## config.mk

```make
export PLATFORM = sky130hd
export DESIGN_NAME = sbh_cost_select
export DESIGN_NICKNAME = d
export VERILOG_FILES = /design/src/rtl/sbh_cost_select.sv
export SDC_FILE = /design/constraint.sdc
export NUM_CORES = 1
export LEC_CHECK = 0
export BUFFER_PORTS_ARGS = -buffer_cell sky130_fd_sc_hd__buf_2
export CAP_MARGIN = 40
export CORE_MARGIN = 5
export CORE_UTILIZATION = 35
export CTS_CLUSTER_SIZE = 25
export DETAILED_ROUTE_END_ITERATION = 16
export PLACE_DENSITY = 0.51
export SLEW_MARGIN = 25
export SYNTH_ARGS = -nofsm -noshare
export SYNTH_HDL_FRONTEND = slang
export SYNTH_SLANG_ARGS = --single-unit
```

## constraint.sdc

```tcl
create_clock -name clk -period 14.7 [get_ports clk]
set_input_delay 0.735 -clock clk [delete_from_list [all_inputs] [get_ports clk]]
set_output_delay 0.735 -clock clk [all_outputs]
set_load 0.005 [all_outputs]
```

## src/rtl/sbh_cost_select.sv

```systemverilog
// Group-level sign-bit-hiding cost selector: per-lane change cost, lane and beat
// reduction, one minimum-cost result per coefficient group. Optional macro SBH_CLAMP_MAX_EN.
module sbh_cost_select #(
    parameter int COEFF_W = 16,
    parameter int LANES   = 4,
    parameter int CG_SIZE = 16,
    parameter int COST_W  = 32
) (
    input  logic                         clk,
    input  logic                         rst_n,
    input  logic                         in_valid,
    output logic                         in_ready,
    input  logic                         in_last,
    input  logic [LANES*COEFF_W-1:0]     coef_in,
    input  logic [LANES*COEFF_W-1:0]     deltaU_in,
    input  logic [LANES-1:0]             first_nz_in,
    output logic                         out_valid,
    input  logic                         out_ready,
    output logic [COST_W-1:0]            best_cost,
    output logic [1:0]                   best_change,
    output logic [$clog2(CG_SIZE)-1:0]   best_pos,
    output logic                         found,
    output logic                         grp_err
);

    localparam int BEATS = CG_SIZE / LANES;
    localparam int BCW   = (BEATS > 1) ? $clog2(BEATS) : 1;
    localparam int LW    = (LANES > 1) ? $clog2(LANES) : 1;
    localparam int POS_W = $clog2(CG_SIZE);
    localparam logic [COST_W-1:0]  INV     = {1'b0, {(COST_W-1){1'b1}}};
    localparam logic [COEFF_W-1:0] MAG_MAX = {1'b0, {(COEFF_W-1){1'b1}}};
    localparam logic [1:0] CHG_NONE = 2'b00;
    localparam logic [1:0] CHG_INC  = 2'b01;
    localparam logic [1:0] CHG_DEC  = 2'b11;

    logic                          w_en;
    logic                          w_accept;
    logic                          w_close;
    logic [LANES-1:0][COST_W-1:0]  w_cost;
    logic [LANES-1:0][1:0]         w_chg;

    logic [BCW-1:0]                r_beat_cnt;
    logic                          r_s1_valid;
    logic [LANES-1:0][COST_W-1:0]  r_s1_cost;
    logic [LANES-1:0][1:0]         r_s1_chg;
    logic [BCW-1:0]                r_s1_beat;
    logic                          r_s1_close;
    logic                          r_s1_err;

    logic [COST_W-1:0]             r_acc_cost;
    logic [1:0]                    r_acc_chg;
    logic [POS_W-1:0]              r_acc_pos;

    logic                          r_out_valid;
    logic [COST_W-1:0]             r_best_cost;
    logic [1:0]                    r_best_chg;
    logic [POS_W-1:0]              r_best_pos;
    logic                          r_found;
    logic                          r_grp_err;

    // The whole pipeline stalls behind an unaccepted result.
    assign w_en     = !r_out_valid || out_ready;
    assign w_accept = in_valid && w_en;
    assign w_close  = in_last || (r_beat_cnt == BCW'(BEATS - 1));

    for (genvar g = 0; g < LANES; g++) begin : g_lane
        logic signed [COEFF_W-1:0] w_c;
        logic signed [COEFF_W-1:0] w_d;
        logic        [COEFF_W-1:0] w_mag;
        logic signed [COST_W-1:0]  w_dx;
        logic signed [COST_W-1:0]  w_lcost;
        logic        [1:0]         w_lchg;

        assign w_c   = coef_in[g*COEFF_W +: COEFF_W];
        assign w_d   = deltaU_in[g*COEFF_W +: COEFF_W];
        assign w_mag = w_c[COEFF_W-1] ? -w_c : w_c;
        assign w_dx  = COST_W'(w_d);

        always_comb begin
            w_lcost = INV;
            w_lchg  = CHG_NONE;
            if (w_dx > 0) begin
                w_lcost = -w_dx;
                w_lchg  = CHG_INC;
            end else if (w_dx < 0 && w_mag != '0 &&
                         !(first_nz_in[g] && w_mag == COEFF_W'(1))) begin
                w_lcost = w_dx;
                w_lchg  = CHG_DEC;
            end
`ifdef SBH_CLAMP_MAX_EN
            if (w_lchg == CHG_INC && w_mag == MAG_MAX) begin
                w_lcost = INV;
                w_lchg  = CHG_NONE;
            end
`endif
        end

        assign w_cost[g] = w_lcost;
        assign w_chg[g]  = w_lchg;
    end

    always_ff @(posedge clk or negedge rst_n) begin
        if (!rst_n) begin
            r_beat_cnt <= '0;
        end else if (w_accept) begin
            r_beat_cnt <= w_close ? '0 : r_beat_cnt + BCW'(1);
        end
    end

    always_ff @(posedge clk or negedge rst_n) begin
        if (!rst_n) begin
            r_s1_valid <= 1'b0;
            r_s1_cost  <= '0;
            r_s1_chg   <= '0;
            r_s1_beat  <= '0;
            r_s1_close <= 1'b0;
            r_s1_err   <= 1'b0;
        end else if (w_en) begin
            r_s1_valid <= w_accept;
            if (w_accept) begin
                r_s1_cost  <= w_cost;
                r_s1_chg   <= w_chg;
                r_s1_beat  <= r_beat_cnt;
                r_s1_close <= w_close;
                r_s1_err   <= w_close && !in_last;
            end
        end
    end

    logic [COST_W-1:0] w_bm_cost;
    logic [1:0]        w_bm_chg;
    logic [LW-1:0]     w_bm_lane;
    logic [POS_W-1:0]  w_bm_pos;
    logic              w_take;
    logic [COST_W-1:0] w_n_cost;
    logic [1:0]        w_n_chg;
    logic [POS_W-1:0]  w_n_pos;
    logic              w_adv;
    logic              w_n_found;

    // Strict compare keeps the lowest lane on ties.
    always_comb begin
        w_bm_cost = r_s1_cost[0];
        w_bm_chg  = r_s1_chg[0];
        w_bm_lane = '0;
        for (int i = 1; i < LANES; i++) begin
            if ($signed(r_s1_cost[i]) < $signed(w_bm_cost)) begin
                w_bm_cost = r_s1_cost[i];
                w_bm_chg  = r_s1_chg[i];
                w_bm_lane = LW'(i);
            end
        end
    end

    assign w_bm_pos  = POS_W'(r_s1_beat) * POS_W'(LANES) + POS_W'(w_bm_lane);
    assign w_take    = (r_s1_beat == '0) || ($signed(w_bm_cost) < $signed(r_acc_cost));
    assign w_n_cost  = w_take ? w_bm_cost : r_acc_cost;
    assign w_n_chg   = w_take ? w_bm_chg  : r_acc_chg;
    assign w_n_pos   = w_take ? w_bm_pos  : r_acc_pos;
    assign w_n_found = (w_n_cost != INV);
    assign w_adv     = w_en && r_s1_valid;

    always_ff @(posedge clk or negedge rst_n) begin
        if (!rst_n) begin
            r_acc_cost <= INV;
            r_acc_chg  <= CHG_NONE;
            r_acc_pos  <= '0;
        end else if (w_adv) begin
            r_acc_cost <= w_n_cost;
            r_acc_chg  <= w_n_chg;
            r_acc_pos  <= w_n_pos;
        end
    end

    // Result register loads on the closing beat's reduction; no-change results are normalised.
    always_ff @(posedge clk or negedge rst_n) begin
        if (!rst_n) begin
            r_out_valid <= 1'b0;
            r_best_cost <= INV;
            r_best_chg  <= CHG_NONE;
            r_best_pos  <= '0;
            r_found     <= 1'b0;
            r_grp_err   <= 1'b0;
        end else if (w_adv && r_s1_close) begin
            r_out_valid <= 1'b1;
            r_best_cost <= w_n_cost;
            r_best_chg  <= w_n_found ? w_n_chg : CHG_NONE;
            r_best_pos  <= w_n_found ? w_n_pos : '0;
            r_found     <= w_n_found;
            r_grp_err   <= r_s1_err;
        end else if (out_ready) begin
            r_out_valid <= 1'b0;
        end
    end

    assign in_ready    = w_en;
    assign out_valid   = r_out_valid;
    assign best_cost   = r_best_cost;
    assign best_change = r_best_chg;
    assign best_pos    = r_best_pos;
    assign found       = r_found;
    assign grp_err     = r_grp_err;

endmodule

```

==> summary.md <==
| Metric | Value |
|---|---|
| Initial drt markers | 1007 |
| Synth Instances | 1901 |
| Via count | 14400 |
| Post-cts resize count | 0 |
| Synthesized area per cell | 8.21 µm² |
| Final setup vio count | 0 |
| Sequential area share after synthesis | 36.1% |
| Reg clk slew, reported paths | 0.07 ns |
| Final Hold Viols | 0 |
| Met3 WL | 1.96 mm |
| Max layer used | met4 |
| Hold_buf cts | 0 |
| Core Area | 44100 µm² |
| Nets | 2325 |
| TritonCTS clock tree | done |
| Global-route wire length before repair | 74.1 mm |
| Synth Area in XOR/XNOR | 0.337% |
| Filler cell count | 4561 |
| GRT Util Overall | 18.3% |
| Synth Area in Compound Gates | 23.3% |
| IO Port Bufs | 178 |
| Worst hold path class | in2async |
| Die area | 48900 µm² |
| Adder-Cell Fraction of Synth Area | 11.0% |
| First-pass iteration count of the detailed router | 5 |
| Part of the cycle the worst path needs | 88.3% |
| Max transition margin | 42.3% |
| Crit path required time | 15.18 ns |
| Post-synthesis simple-gate area fraction | 20.3% |
| Max VDD drop | 0.177 mV |
| Synth warnings | 0 |
| CTS Buf Count | 26 |
| Maxcap violations | 0 |
| P_leak | 8.09 nW |
| Final hold slack | 0.0727 ns |
| Synth Register Bits | 222 |
| Final slew viol count | 0 |
| Final setup TNS | 0 ns |
| Synth area leaders | dfrtp_1 26%, ha_1 11%, dfstp_2 10% |
| Ratio of cells with drive above 1 in the final layout | 16.1% |
| Hpwl dp | 36.5 mm |
| Commonest cells post-synth | 295 x nand2_1, 249 x o21ai_0, 160 x dfrtp_1, 137 x ha_1, 119 x a21oi_1 |
| FF-to-FF Start | r_s1_cost[41] |
| Endpoint class of the critical path | register |
| Post-synth top area cell | dfrtp_1 |
| Post-synth top area share | 25.7% |
| Mapped cell area | 15600 µm² |
| Remaining antenna violation count | 0 |
| Worst-case clock buffer depth | 3 |
| Worst-path fanout max | 39 |
| Crit path DAT | 13.46 ns |
| Die Ht | 221 µm |
| Setup bufs post-CTS | 0 |
| Syn Nets | 2175 |
| Initial Util | 35.4% |
| Worst Skew | 0.0271 ns |
| Asr flop ratio synth | 100% |
| Worst-margin pin slew | 0.843 ns |
| Setup Crit Path Kind | reg2reg |
| Final min period | 12.98 ns |
| Initial antenna violation count | 0 |
| Synthesis-to-layout area growth | 16.6% |
| Vias in the first global route | 13400 |
| CP Launch Type | register |
| Post-Route M1 WL | 22.0 mm |
| Worst path max stage delay | 0.72 ns |
| Post-synth EDFFs | 0 |
| Diodes inserted | 0 |
| Yosys cell types | 72 |
| Clock sinks | 222 |
| Row cnt | 77 |
| Fmax | 77.0 MHz |
| R2R depth | 44 |
| Reg2reg setup slack | 1.72 ns |
| Mux contribution to synthesized area | 4.23% |
| GRT Residual Overflow | 0 |
| Routed wl met2 | 22.0 mm |
| Crit path max-delay cell type | a21oi_4 |
| Remaining DRCs | 0 |
| Unrepaired setup endpoints after global routing | false |
| DRT Wirelength | 47.3 mm |
| Most common cell in the synthesized netlist | nand2_1 |
| Per-cell routed wire length | 17.8 µm |
| Synth Flop Type | dfrtp_1 |
| Most frequent CP cell | a21o_1 |
| PD cells | 236 nW/µm² |
| Root buf cell | clkbuf_16 |
| Die W | 221 µm |
| Main combinational cell family by area after synthesis | compound AO/OA/AOI/OAI gates |
| RD Place Congestion | 0.935 |
| Worst skew pair latency | 0.55 ns |
| Largest net degree at the start of global routing | 121 |
| Status | finished clean |
| # IOs | 179 |
| Detailed-route vias per instance | 5.41 |
| H-tree level count | 1 |
| Reg2reg end | r_acc_chg[0] |
routing by layer:
layer	track usage (%)	vias to the layer above
li1	-	7175
met1	25.5	6801
met2	30.4	355
met3	2.20	71
met4	4.66	0
met5	0	-
sequential cells by signal (all words and copies together), names as in the netlist, 2 cells and up:
register     count
r_s1_cost      128
best_cost       32
r_acc_cost      32
r_s1_chg         8
best_pos         4
r_acc_pos        4
best_change      2
r_acc_chg        2
r_beat_cnt       2
r_s1_beat        2
how the worst max path moves through the flow:
stage,end,start
after global routing,r_acc_cost[1],r_s1_cost[23]
final,r_acc_chg[0],r_s1_cost[41]
after detailed placement,r_acc_chg[0],r_s1_cost[9]
after global placement,r_acc_cost[6],r_s1_cost[25]
after CTS,r_acc_chg[0],r_s1_cost[25]
after floorplan,r_acc_cost[0],r_s1_cost[25]
stage by stage:
step | area [µm²] | power (mW) | setup slack, ns | std cells | util [%]
global route | 18200 | 4.70 | 0.776 | 2663 | 41.2
floorplan | 15600 | 2.76 | 4.20 | 1901 | -
global placement | 17100 | 3.53 | 1.62 | 2607 | 38.7
CTS | 18100 | 4.32 | 1.76 | 2661 | 41.1
detailed placement | 17200 | 3.58 | 1.75 | 2613 | 38.9
finish | 18200 | 4.30 | 1.72 | 2663 | 41.2
worst max-delay path, delay by kind of cell (launching register included):
kind,cells,cell delay (ns)
multiplexers,2,1.08
AO/OA/AOI/OAI,23,6.16
flip-flops,1,0.40
buffers and inverters,4,1.47
AND/OR/NAND/NOR,11,2.39
adder cells (fa/ha/maj),4,1.34
where the power goes:
part / switching, mW / internal [mW]
clock: 0.268 / 0.458
combinational: 1.64 / 0.970
sequential: 0.126 / 0.838
final cells by class:
type	count	area [µm²]	share of cell area [%]
Tap cell	592	741	4.07
Clock buffer	39	790	4.34
Timing Repair Buffer	199	1120	6.14
Clock inverter	9	186	1.02
Inverter	116	435	2.39
Multi-Input combinational cell	1486	9290	51.1
Sequential cell	222	5630	31.0
cells by family (layout without fill, tap and decap cells):
| logic type | after synthesis | in the layout |
|---|---|---|
| AO/OA/AOI/OAI | 600 | 600 |
| XOR/XNOR | 6 | 6 |
| adder cells (fa/ha/maj) | 137 | 137 |
| buffers and inverters | 193 | 363 |
| flip-flops | 222 | 222 |
| multiplexers | 64 | 64 |
| AND/OR/NAND/NOR | 679 | 679 |
cells in the final DEF (no fill, tap or decap), types with 5 or more instances in the layout:
cell,synthesis,layout
a211oi_1,12,12
o211ai_1,18,18
a2111oi_0,8,8
mux2i_1,54,54
nor2_1,116,115
buf_2,10,178
dfstp_2,62,62
nor4_1,14,14
a31oi_1,20,19
ha_1,137,137
or3_1,49,49
nand3_1,45,44
a21oi_1,119,119
nand2b_1,32,32
nand2_1,295,294
clkbuf_16,0,26
inv_1,116,116
o21a_1,22,22
o21ai_1,10,10
bufinv_16,0,5
a21o_1,60,60
nor2b_1,10,10
a22o_1,7,7
clkbuf_8,0,9
dfrtp_1,160,160
mux2_2,8,8
nor3_1,43,43
nor3b_1,5,5
o31ai_1,10,9
o22ai_1,7,7
buf_4,1,16
nand4_1,39,39
o21ai_0,249,249
a211o_1,6,6
o221ai_1,5,5
o41ai_1,5,5
Power figures use the tool's default switching activity.
